$ cat config.mk
export PLATFORM = sky130hd
export DESIGN_NAME = rssi_avg_p
export DESIGN_NICKNAME = d
export VERILOG_FILES = /design/src/rtl/rssi_avg_p.sv
export SDC_FILE = /design/constraint.sdc
export NUM_CORES = 1
export LEC_CHECK = 0
export BUFFER_PORTS_ARGS = -buffer_cell sky130_fd_sc_hd__buf_4
export CAP_MARGIN = 5
export CORE_MARGIN = 1.5
export CORE_UTILIZATION = 45
export CTS_BUF_LIST = sky130_fd_sc_hd__clkbuf_16
export DETAILED_ROUTE_END_ITERATION = 7
export PLACE_DENSITY = 0.61
export SKIP_CTS_REPAIR_TIMING = 1
export SYNTH_ARGS = -nofsm -noshare
export SYNTH_HDL_FRONTEND = slang
export SYNTH_SLANG_ARGS = --single-unit
$ cat constraint.sdc
create_clock -name clk -period 5.2 [get_ports clk]
set_input_delay 1.04 -clock clk [delete_from_list [all_inputs] [get_ports clk]]
set_output_delay 1.04 -clock clk [all_outputs]
set_load 0.01 [all_outputs]
$ cat src/rtl/rssi_avg_p.sv
// ----------------------------------------------------------------------------
// rssi_avg_p -- parameterised RSSI estimator
//
// Keeps a moving average of the ADC sample stream. On bit strobes it captures
// the current average as the low level (bin=0) or the high level (bin=1).
// After each high-level capture it forms high minus low and feeds that
// difference into a second moving average, which drives dout.
//
// Optional feature macro: RSSI_CLAMP_EN
//   defined   : a negative difference (hlv < llv) is clamped to 0
//   undefined : the difference wraps modulo 2^DW (legacy behaviour)
//
// Parameters
//   DW        sample / RSSI width
//   SAMP_LOG2 log2 of the sample-average window depth
//   RSSI_LOG2 log2 of the RSSI-average window depth
//
// Ports
//   clk      clock; all logic is clocked on the rising edge
//   rst      synchronous active-high reset
//   clear    synchronous flush; same effect as rst, and wins over den/ben
//   din/den  unsigned sample and its valid strobe
//   bin/ben  decided bit value and its strobe
//   dout     averaged RSSI
//   drdy     one-cycle pulse, asserted when dout has been updated
//   llv/hlv  last captured low and high levels
//   settled  both windows have been completely filled since the last rst/clear
// ----------------------------------------------------------------------------
module rssi_avg_p #(
  parameter int DW        = 8,
  parameter int SAMP_LOG2 = 5,
  parameter int RSSI_LOG2 = 6
) (
  input  logic          clk,
  input  logic          rst,
  input  logic          clear,
  input  logic [DW-1:0] din,
  input  logic          den,
  input  logic          bin,
  input  logic          ben,
  output logic [DW-1:0] dout,
  output logic          drdy,
  output logic [DW-1:0] llv,
  output logic [DW-1:0] hlv,
  output logic          settled
);

  localparam int NS = 1 << SAMP_LOG2;
  localparam int NR = 1 << RSSI_LOG2;
  localparam int SW = DW + SAMP_LOG2;
  localparam int RW = DW + RSSI_LOG2;
  localparam logic [SAMP_LOG2:0] NS_CNT = (SAMP_LOG2 + 1)'(NS);
  localparam logic [RSSI_LOG2:0] NR_CNT = (RSSI_LOG2 + 1)'(NR);

  // Difference of the two captured levels, clamped or wrapped.
  function automatic logic [DW-1:0] level_diff(input logic [DW-1:0] hi,
                                               input logic [DW-1:0] lo);
`ifdef RSSI_CLAMP_EN
    if (hi < lo) begin
      return '0;
    end else begin
      return hi - lo;
    end
`else
    return hi - lo;
`endif
  endfunction

  logic                 flush_s;
  logic [DW-1:0]        sbuf_r [NS];
  logic [SAMP_LOG2-1:0] sptr_r;
  logic [SAMP_LOG2:0]   scnt_r;
  logic [SW-1:0]        ssum_r;
  logic [RW-1:0]        rsum_r;
  logic [DW-1:0]        rbuf_r [NR];
  logic [RSSI_LOG2-1:0] rptr_r;
  logic [RSSI_LOG2:0]   rcnt_r;
  logic [DW-1:0]        aver_s;
  logic [SW-1:0]        ssum_nxt_s;
  logic [RW-1:0]        rsum_nxt_s;
  logic [SAMP_LOG2:0]   scnt_nxt_s;
  logic [RSSI_LOG2:0]   rcnt_nxt_s;
  logic [DW-1:0]        llv_r;
  logic [DW-1:0]        hlv_r;
  logic                 hit_r;
  logic [DW-1:0]        rssi_r;
  logic                 rssi_rdy_r;
  logic                 drdy_r;
  logic                 settled_r;

  assign flush_s = rst | clear;
  // Floor division by the full window depth; unfilled entries count as zero.
  assign aver_s  = ssum_r[SW-1:SAMP_LOG2];

  // Next-state arithmetic for both windows and their fill counters.
  always_comb begin
    // Oldest entry is read before it is overwritten, so the sum never overflows.
    ssum_nxt_s = ssum_r + SW'(din) - SW'(sbuf_r[sptr_r]);
    rsum_nxt_s = rsum_r + RW'(rssi_r) - RW'(rbuf_r[rptr_r]);
    if (den && (scnt_r != NS_CNT)) begin
      scnt_nxt_s = scnt_r + (SAMP_LOG2 + 1)'(1);
    end else begin
      scnt_nxt_s = scnt_r;
    end
    if (rssi_rdy_r && (rcnt_r != NR_CNT)) begin
      rcnt_nxt_s = rcnt_r + (RSSI_LOG2 + 1)'(1);
    end else begin
      rcnt_nxt_s = rcnt_r;
    end
  end

  // Sample window: circular buffer, running sum and fill counter.
  always_ff @(posedge clk) begin
    if (flush_s) begin
      for (int i = 0; i < NS; i++) begin
        sbuf_r[i] <= '0;
      end
      sptr_r <= '0;
      ssum_r <= '0;
      scnt_r <= '0;
    end else if (den) begin
      sbuf_r[sptr_r] <= din;
      sptr_r         <= sptr_r + SAMP_LOG2'(1);
      ssum_r         <= ssum_nxt_s;
      scnt_r         <= scnt_nxt_s;
    end
  end

  // Level capture; uses the average as it stands before a same-cycle den.
  always_ff @(posedge clk) begin
    if (flush_s) begin
      llv_r <= '0;
      hlv_r <= '0;
      hit_r <= 1'b0;
    end else begin
      if (ben && !bin) begin
        llv_r <= aver_s;
      end
      if (ben && bin) begin
        hlv_r <= aver_s;
      end
      hit_r <= ben & bin;
    end
  end

  // Difference stage, one cycle after the high-level capture.
  always_ff @(posedge clk) begin
    if (flush_s) begin
      rssi_r     <= '0;
      rssi_rdy_r <= 1'b0;
    end else begin
      if (hit_r) begin
        rssi_r <= level_diff(hlv_r, llv_r);
      end
      rssi_rdy_r <= hit_r;
    end
  end

  // RSSI window: circular buffer, running sum, fill counter and drdy pulse.
  always_ff @(posedge clk) begin
    if (flush_s) begin
      for (int i = 0; i < NR; i++) begin
        rbuf_r[i] <= '0;
      end
      rptr_r <= '0;
      rsum_r <= '0;
      rcnt_r <= '0;
      drdy_r <= 1'b0;
    end else begin
      if (rssi_rdy_r) begin
        rbuf_r[rptr_r] <= rssi_r;
        rptr_r         <= rptr_r + RSSI_LOG2'(1);
        rsum_r         <= rsum_nxt_s;
        rcnt_r         <= rcnt_nxt_s;
      end
      drdy_r <= rssi_rdy_r;
    end
  end

  // Settled flag, registered from the post-update fill counts.
  always_ff @(posedge clk) begin
    if (flush_s) begin
      settled_r <= 1'b0;
    end else begin
      settled_r <= (scnt_nxt_s == NS_CNT) && (rcnt_nxt_s == NR_CNT);
    end
  end

  assign dout    = rsum_r[RW-1:RSSI_LOG2];
  assign drdy    = drdy_r;
  assign llv     = llv_r;
  assign hlv     = hlv_r;
  assign settled = settled_r;

endmodule

Word level (Yosys, flattened, before mapping)
Memories as Yosys holds them, arrays and structs flattened. A register that Yosys moved wholly into a read port is not among the register bits.
Cells that the tools add are included.
Storage, ports and cells
  memory bits (writable): 768
  register bits after elaboration: 79
  latch bits: 0
  output and inout bits: 26
  ROM bits: 0
  logic and storage cells: 58
  memories: 2
Memories
  rbuf_r: words 64, width 8, read ports 1, clocked after memory_dff 1, wr ports 64, RTL line 75  | logic [DW-1:0] rbuf_r [NR];
  sbuf_r: words 32, width 8, read ports 1, clocked after memory_dff 1, wr ports 32, RTL line 70  | logic [DW-1:0] sbuf_r [NS];
Cells by class
  mux-type cells: 20
  shift-type cells: 0
  divide/modulo/power cells: 0
  eq/ne operators: 4
  add/sub/neg operators: 9
  multiply operators: 0
  order comparisons: 0
  reductions and logical operators: 8
  bitwise operators: 2
Operators by type and width (number)
  two-way mux 6 bit: 4
  two-way mux 8 bit: 2
  OR reduction 8 bit: 2
  two-way mux 5 bit: 3
  adder 14 x 8 -> 14 bit: 1
  subtractor 14 x 8 -> 14 bit: 1
  adder 13 x 8 -> 13 bit: 1
  subtractor 13 x 8 -> 13 bit: 1
  adder 6 x 1 -> 6 bit (second input constant): 2
  two-way mux 1 bit: 10
  subtractor 8 bit: 1
  adder 7 x 1 -> 7 bit (second input constant): 1
  equality test 7 bit (second input constant): 1
  two-way mux 7 bit: 1
  inequality test 7 bit (second input constant): 1
  equality test 6 bit (second input constant): 1
  inequality test 6 bit (second input constant): 1
  adder 5 x 1 -> 5 bit (second input constant): 1
  logical AND 1 bit: 5
  AND 1 bit: 1
  logical NOT 1 bit: 1
  OR 1 bit: 1

Logic depth before layout (Yosys ltp)
Gate-level depths: netlist of the first run.
  depth after elaboration: 5
  mapped depth: 16

Worst setup path after synthesis of the first run
No wires, ideal clock.
  kind: register -> register
  start point: register (tool-made name)
  end point: register ssum_r[12]
  cell stages (with the launch flop): 16
  path slack: 0.820 ns
  arrival time: 4.301 ns
  clock period less this slack: 4.380 ns
  cells stage by stage: dfxtp_1 > clkbuf_1 > clkbuf_1 > mux4_2 > mux4_2 > mux2_2 > ha_1 > inv_1 > ha_1 > fa_1 > a211oi_1 > o21ai_0 > a21oi_1 > o21ai_0 > or4_1 > o211ai_1
RTL lines
  end signal, assigned: RTL line 124  | ssum_r <= ssum_nxt_s;
  end, declared: RTL line 73  | logic [SW-1:0] ssum_r;

==> metrics, run 1 <==
initial antenna violation count=2; Crit Path Category=flop to flop; vias in the first global route=25100; relative slew slack=22.0%; internal power=11.8 mW; first drt pass iteration count=7; largest net degree at the start of global routing=67; Slew Limit Fails=0; full die area=0.0916 mm2; post-synth top area share=57.1%; Seq/Total Area, Yosys=61.6%; H-Tree Depth=3; commonest cells in the netlist=edfxtp_1 (768), nor3_1 (516), clkbuf_1 (262); Startpoint Class=flop; TritonCTS Buffers=89; maximum VDD drop=0.000286 V; Switch Pwr=3.34 mW; via count=24600; crit-path max FO=30; RSZ-0062 raised after global routing=no; Die Width=303 um; # port buffers=39; clk root buf=clkbuf_16; number of enable flip-flop cells after synthesis=768; Clk pwr share=42.3%; GRT overflow=0; cell taking the most area after synthesis=edfxtp_1; clock buffer depth=3; Comb pwr share=5.9%; DRC errors left=0; Post-Layout Inst Area=0.0454 mm2; slowest CP cell=dfxtp_2; final hold vios=0; starting DRC count in detailed routing=2227; asr flop ratio synth=0%; fin crit share=91.2%; drt wl/cell=23.7 um; gpl congestion=0.820; worst clock skew=19.0 ps; Flop pwr share=51.7%; outcome=finished, final reports clean; Syn Area/Cell=13.6 um2; min cycle time layout=4740 ps; FF+latch count, synth=858; post-route ant nets=0; Clock Latency Late Sink=650 ps; syn_nets=3037; Yosys cell types=54; Crit path required time=5770 ps; max cap viols=0; DR vias/cell=5.88; Clock Pin Slew Worst Setup and Hold Paths=60 ps; number of antenna diodes=0; setup TNS=0 ps; count of warnings emitted by yosys=0; fin nets=3022; top post-synthesis cells by area=edfxtp_1 (57%), mux4_2 (13%), nor3_1 (6.4%); Total Wirelength=99200 um; Syn Std Cell Area=0.0404 mm2; Clock Sink Count=858; GRT Resource Usage Total=21.8%; placed inst area=0.0424 mm2; P&R area growth vs syn=12.3%; Final Setup Violations=0; Starting Density=45.6%; Top FF cell, synth=edfxtp_1; Min-Delay Path Class=flop to flop; HPWL Detailed=63600 um; Cell Rows=109; Crit. End Element=flop; I/O pins=40; CP Cell Sequence=buf_12 -> mux4_2 -> mux4_2 -> mux2_2 -> ha_1 -> inv_1 -> ha_1 -> fa_1 -> a211oi_1 -> o21ai_0 -> a21oi_1 -> o21ai_0 -> or4_1 -> o211ai_1; Sw Ratio=22.0%; Worst path max stage delay=590 ps; Core Box Area=0.0886 mm2; Mapped Cells=2963; first-pass GRT wire length=152000 um; # fillers=7481; Worst Path Arrival=5310 ps; Power Dens Cells=334 mW/mm2; Die H=303 um; count leader, synth=edfxtp_1; fmax=211 MHz; Slew @ Worst Pin=1170 ps; CTS tree=yes; Leakage=15.5 nW; share of layout cells above drive strength 1=21.2%
-- worst max-delay path, delay by kind of cell (launching register included) --
kind | cells | cell delay, ps
buffers and inverters | 2 | 320
flip-flops | 1 | 590
AND/OR/NAND/NOR | 1 | 490
adder cells (fa/ha/maj) | 3 | 990
multiplexers | 3 | 1130
AO/OA/AOI/OAI | 5 | 1110
-- cells by family after synthesis --
kind of cell / after synthesis / synth area share (%)
and+or+nand+nor: 1104 / 14.1
DFF: 858 / 61.6
buffers and inverters: 408 / 3.99
muxes: 269 / 14.1
AOI/OAI and AO/OA: 228 / 3.26
adders and majority gates: 60 / 2.17
xor gates and xnor gates: 36 / 0.781
-- worst paths after layout --
path / start / to / slack [ps] / depth (start not counted)
min reg2reg: rsum_r[13] / rsum_r[13] / 480 / 2
min: rsum_r[13] / rsum_r[13] / 480 / 2
max: flop / ssum_r[12] / 460 / 14
max reg2reg: flop / ssum_r[12] / 460 / 14
-- placed cells by master (no fill, tap or decap), types with 8 or more instances in the layout --
cell type  Yosys  final
edfxtp_1     768    768
nor3_1       516    516
and2_1       258    258
mux4_2       240    240
buf_4         11    215
nor2_1       177    176
o21ai_0      119    119
clkbuf_16      0     90
inv_1         76     89
dfxtp_1       90     82
nand2_1       45     44
ha_1          43     43
a21oi_1       41     41
xnor2_1       24     24
mux2i_1       21     21
nand3_1       28     20
clkinv_2       0     19
fa_1          17     17
clkinv_1       0     16
nor4_1        14     14
nand2b_1      13     12
or3_1         13     12
a211oi_1      12     12
xor2_1        12     12
nand4_1       11     11
bufinv_16      0     11
buf_12         0     11
o22ai_1       10     10
mux2_2         8      8
nand3_2        0      8
a21o_1         8      8
-- metrics by stage --
step                instances  utilization [%]  worst slack, ps  hold WS [ps]  power, mW
finish                   4188             51.2              457           483       15.2
global route             4188             51.2              230           509       15.6
CTS                      4188             51.2              456           484       15.3
detailed placement       4022             47.9              465           473       8.90
global placement         4022             47.9              505           460       8.87
floorplan                2963                -              820           444       8.55
-- power groups by stage --
stage                     Sequential [mW]  Clock, mW  Combinational (mW)
after floorplan                      7.94          0               0.605
after global placement               7.98          0               0.888
after detailed placement             7.99          0               0.902
after CTS                            7.85       6.52               0.906
after global routing                 7.87       6.77               0.978
final                                7.85       6.42               0.902
-- area by class of cell --
class | count | area, um2 | share of cell area (%)
sequential | 858 | 24900 | 54.8
clock buffer | 90 | 2250 | 4.96
tap | 1165 | 1460 | 3.21
clock inverter | 76 | 686 | 1.51
inverter | 76 | 285 | 0.629
multi-input combinational | 1697 | 14000 | 30.8
timing repair buffer | 226 | 1830 | 4.04
-- state kept, by name (all words and copies together), names as in the netlist, named ones only --
name and count:
hlv 8, rcnt_r 7, sptr_r 5, rptr_r 6
rssi_rdy_r 1, scnt_r 6, llv 8, rbuf_r 512
ssum_r 13, settled 1, sbuf_r 256, rsum_r 14
rssi_r 8, drdy 1, hit_r 1
-- per-layer routing --
layer	global-route usage, %	wire length [um]	part of all wire, %	vias up
met5	0	13	0.013	-
met4	6.70	2740	2.8	2
met3	2.83	5440	5.5	149
met2	37.6	50400	51	785
met1	28.8	40600	41	12500
li1	-	-	-	11100
No activity file was read; power rests on OpenSTA's default activity.
==> inputs of run 2 (changes only) <==
--- a/config.mk
+++ b/config.mk
@@ -8,10 +8,10 @@
 export BUFFER_PORTS_ARGS = -buffer_cell sky130_fd_sc_hd__buf_4
 export CAP_MARGIN = 5
 export CORE_MARGIN = 1.5
-export CORE_UTILIZATION = 45
+export CORE_UTILIZATION = 52
 export CTS_BUF_LIST = sky130_fd_sc_hd__clkbuf_16
 export DETAILED_ROUTE_END_ITERATION = 7
-export PLACE_DENSITY = 0.61
+export PLACE_DENSITY = 0.69
 export SKIP_CTS_REPAIR_TIMING = 1
 export SYNTH_ARGS = -nofsm -noshare
 export SYNTH_HDL_FRONTEND = slang
==> metrics, run 2 (same netlist as run 1, synthesis figures left out) <==
Clock Latency Late Sink=660 ps; first-pass GRT wire length=153000 um; fin nets=3000; Crit Path Category=flop to flop; starting DRC count in detailed routing=2765; max reg flops=512; Starting Density=52.3%; hold endpoint=hlv[6]; Largest Register=rbuf_r; hold_sp=ssum_r[11]; Clock Pin Slew Worst Setup and Hold Paths=60 ps; drt wl/cell=24.5 um; total chip power=15.2 mW; P&R area growth vs syn=11.5%; GRT Resource Usage Total=25.4%; Post-Layout Inst Area=0.0450 mm2; relative slew slack=9.86%; gpl congestion=0.873; Die Width=282 um; R2R depth=15; final hold vios=0; Cell Rows=102; DR vias/cell=6.24; share of layout cells above drive strength 1=20.8%; Power Dens Cells=338 mW/mm2; Core Box Area=0.0772 mm2; max cap viols=0; initial antenna violation count=2; placed inst area=0.0420 mm2; via count=25200; hold depth=2; maximum VDD drop=0.000330 V; Startpoint Class=flop; Slew Limit Fails=0; fin crit share=92.3%; min cycle time layout=4800 ps; Worst Path Arrival=5370 ps; DRC errors left=0; first drt pass iteration count=5; reg-to-reg slack, setup=400 ps; RSZ-0062 raised after global routing=no; Final Setup Violations=0; outcome=finished, final reports clean; worst clock skew=27.8 ps; most frequent cells in the layout=edfxtp_1 (768), nor3_1 (516), and2_1 (258); Crit path required time=5760 ps; I/O pins=40; CTS tree=yes; Slew @ Worst Pin=1340 ps; TritonCTS Buffers=88; Die H=282 um; largest net degree at the start of global routing=66; r2r endpoint=rsum_r[12]; fmax=208 MHz; crit-path max FO=49; post-route ant nets=0; most common cell after layout, fill and taps aside=edfxtp_1; vias in the first global route=25000; GRT overflow=0; # port buffers=39; Crit. End Element=flop; full die area=0.0793 mm2; Clock Sink Count=858; HPWL Detailed=62700 um; top flop regs=rbuf_r (512), sbuf_r (256), rsum_r (14); setup TNS=0 ps; worst slack, placed=445 ps; clock buffer depth=3; Leakage=15.4 nW; fin worst setup slack=398 ps; Total Wirelength=99000 um; clk root buf=clkbuf_16; H-Tree Depth=3; Min-Delay Path Class=flop to flop
-- run 2: routing by layer --
| metal | part of all wire, % | wire, um | up-vias | global-route usage [%] |
|---|---|---|---|---|
| li1 | - | - | 11100 | - |
| met1 | 40 | 39500 | 12800 | 34.5 |
| met2 | 49 | 48800 | 1099 | 41.7 |
| met3 | 7.3 | 7240 | 202 | 3.60 |
| met4 | 3.4 | 3400 | 0 | 9.50 |
| met5 | 0 | 0 | - | 0 |
-- run 2: report_power, final --
group / switching [mW] / total [mW] / internal [mW]
Clock: 2.74 / 6.48 / 3.74
Combinational: 0.533 / 0.900 / 0.366
Sequential: 0.106 / 7.86 / 7.75
Total: 3.37 / 15.2 / 11.9
-- run 2: final cells by class --
| type | count | area, um2 |
|---|---|---|
| well taps | 1040 | 1300 |
| flip-flops and latches | 858 | 24900 |
| fillers | 5961 | 32200 |
| multi-input cells | 1697 | 14000 |
| diodes | 1 | 2.50 |
| inverters | 76 | 285 |
| clock inverters | 74 | 683 |
| repair buffers | 205 | 1630 |
| clock buffers | 91 | 2280 |
-- run 2: stage by stage --
stage / util [%] / hold slack [ps] / instances
2_1_floorplan: - / 444 / 2963
3_5_place_dp: 54.4 / 462 / 3870
3_3_place_gp: 54.4 / 467 / 3870
6_report: 58.3 / 462 / 4042
5_1_grt: 58.3 / 503 / 4041
4_1_cts: 58.3 / 457 / 4035
-- run 2: how the worst max path moves through the flow --
stage	startpoint	endpoint	slack, ps	depth (start not counted)
4_1_cts	flop	ssum_r[12]	410	14
6_report	flop	rsum_r[12]	400	15
2_1_floorplan	flop	ssum_r[12]	820	15
3_3_place_gp	flop	ssum_r[12]	450	14
3_5_place_dp	flop	ssum_r[12]	440	14
5_1_grt	flop	rsum_r[13]	130	14
-- run 2: worst max-delay path: stages, from the launching register on --
cell and delay (ps):
dfxtp_4 380, buf_12 290, mux4_2 570, mux4_2 480, o22ai_1 350, nor2_1 140, ha_1 300, inv_1 40
ha_1 220, fa_1 500, a211oi_1 320, o21ai_0 220, a41oi_1 330, a21oi_1 120, mux2_2 280, o31ai_1 60
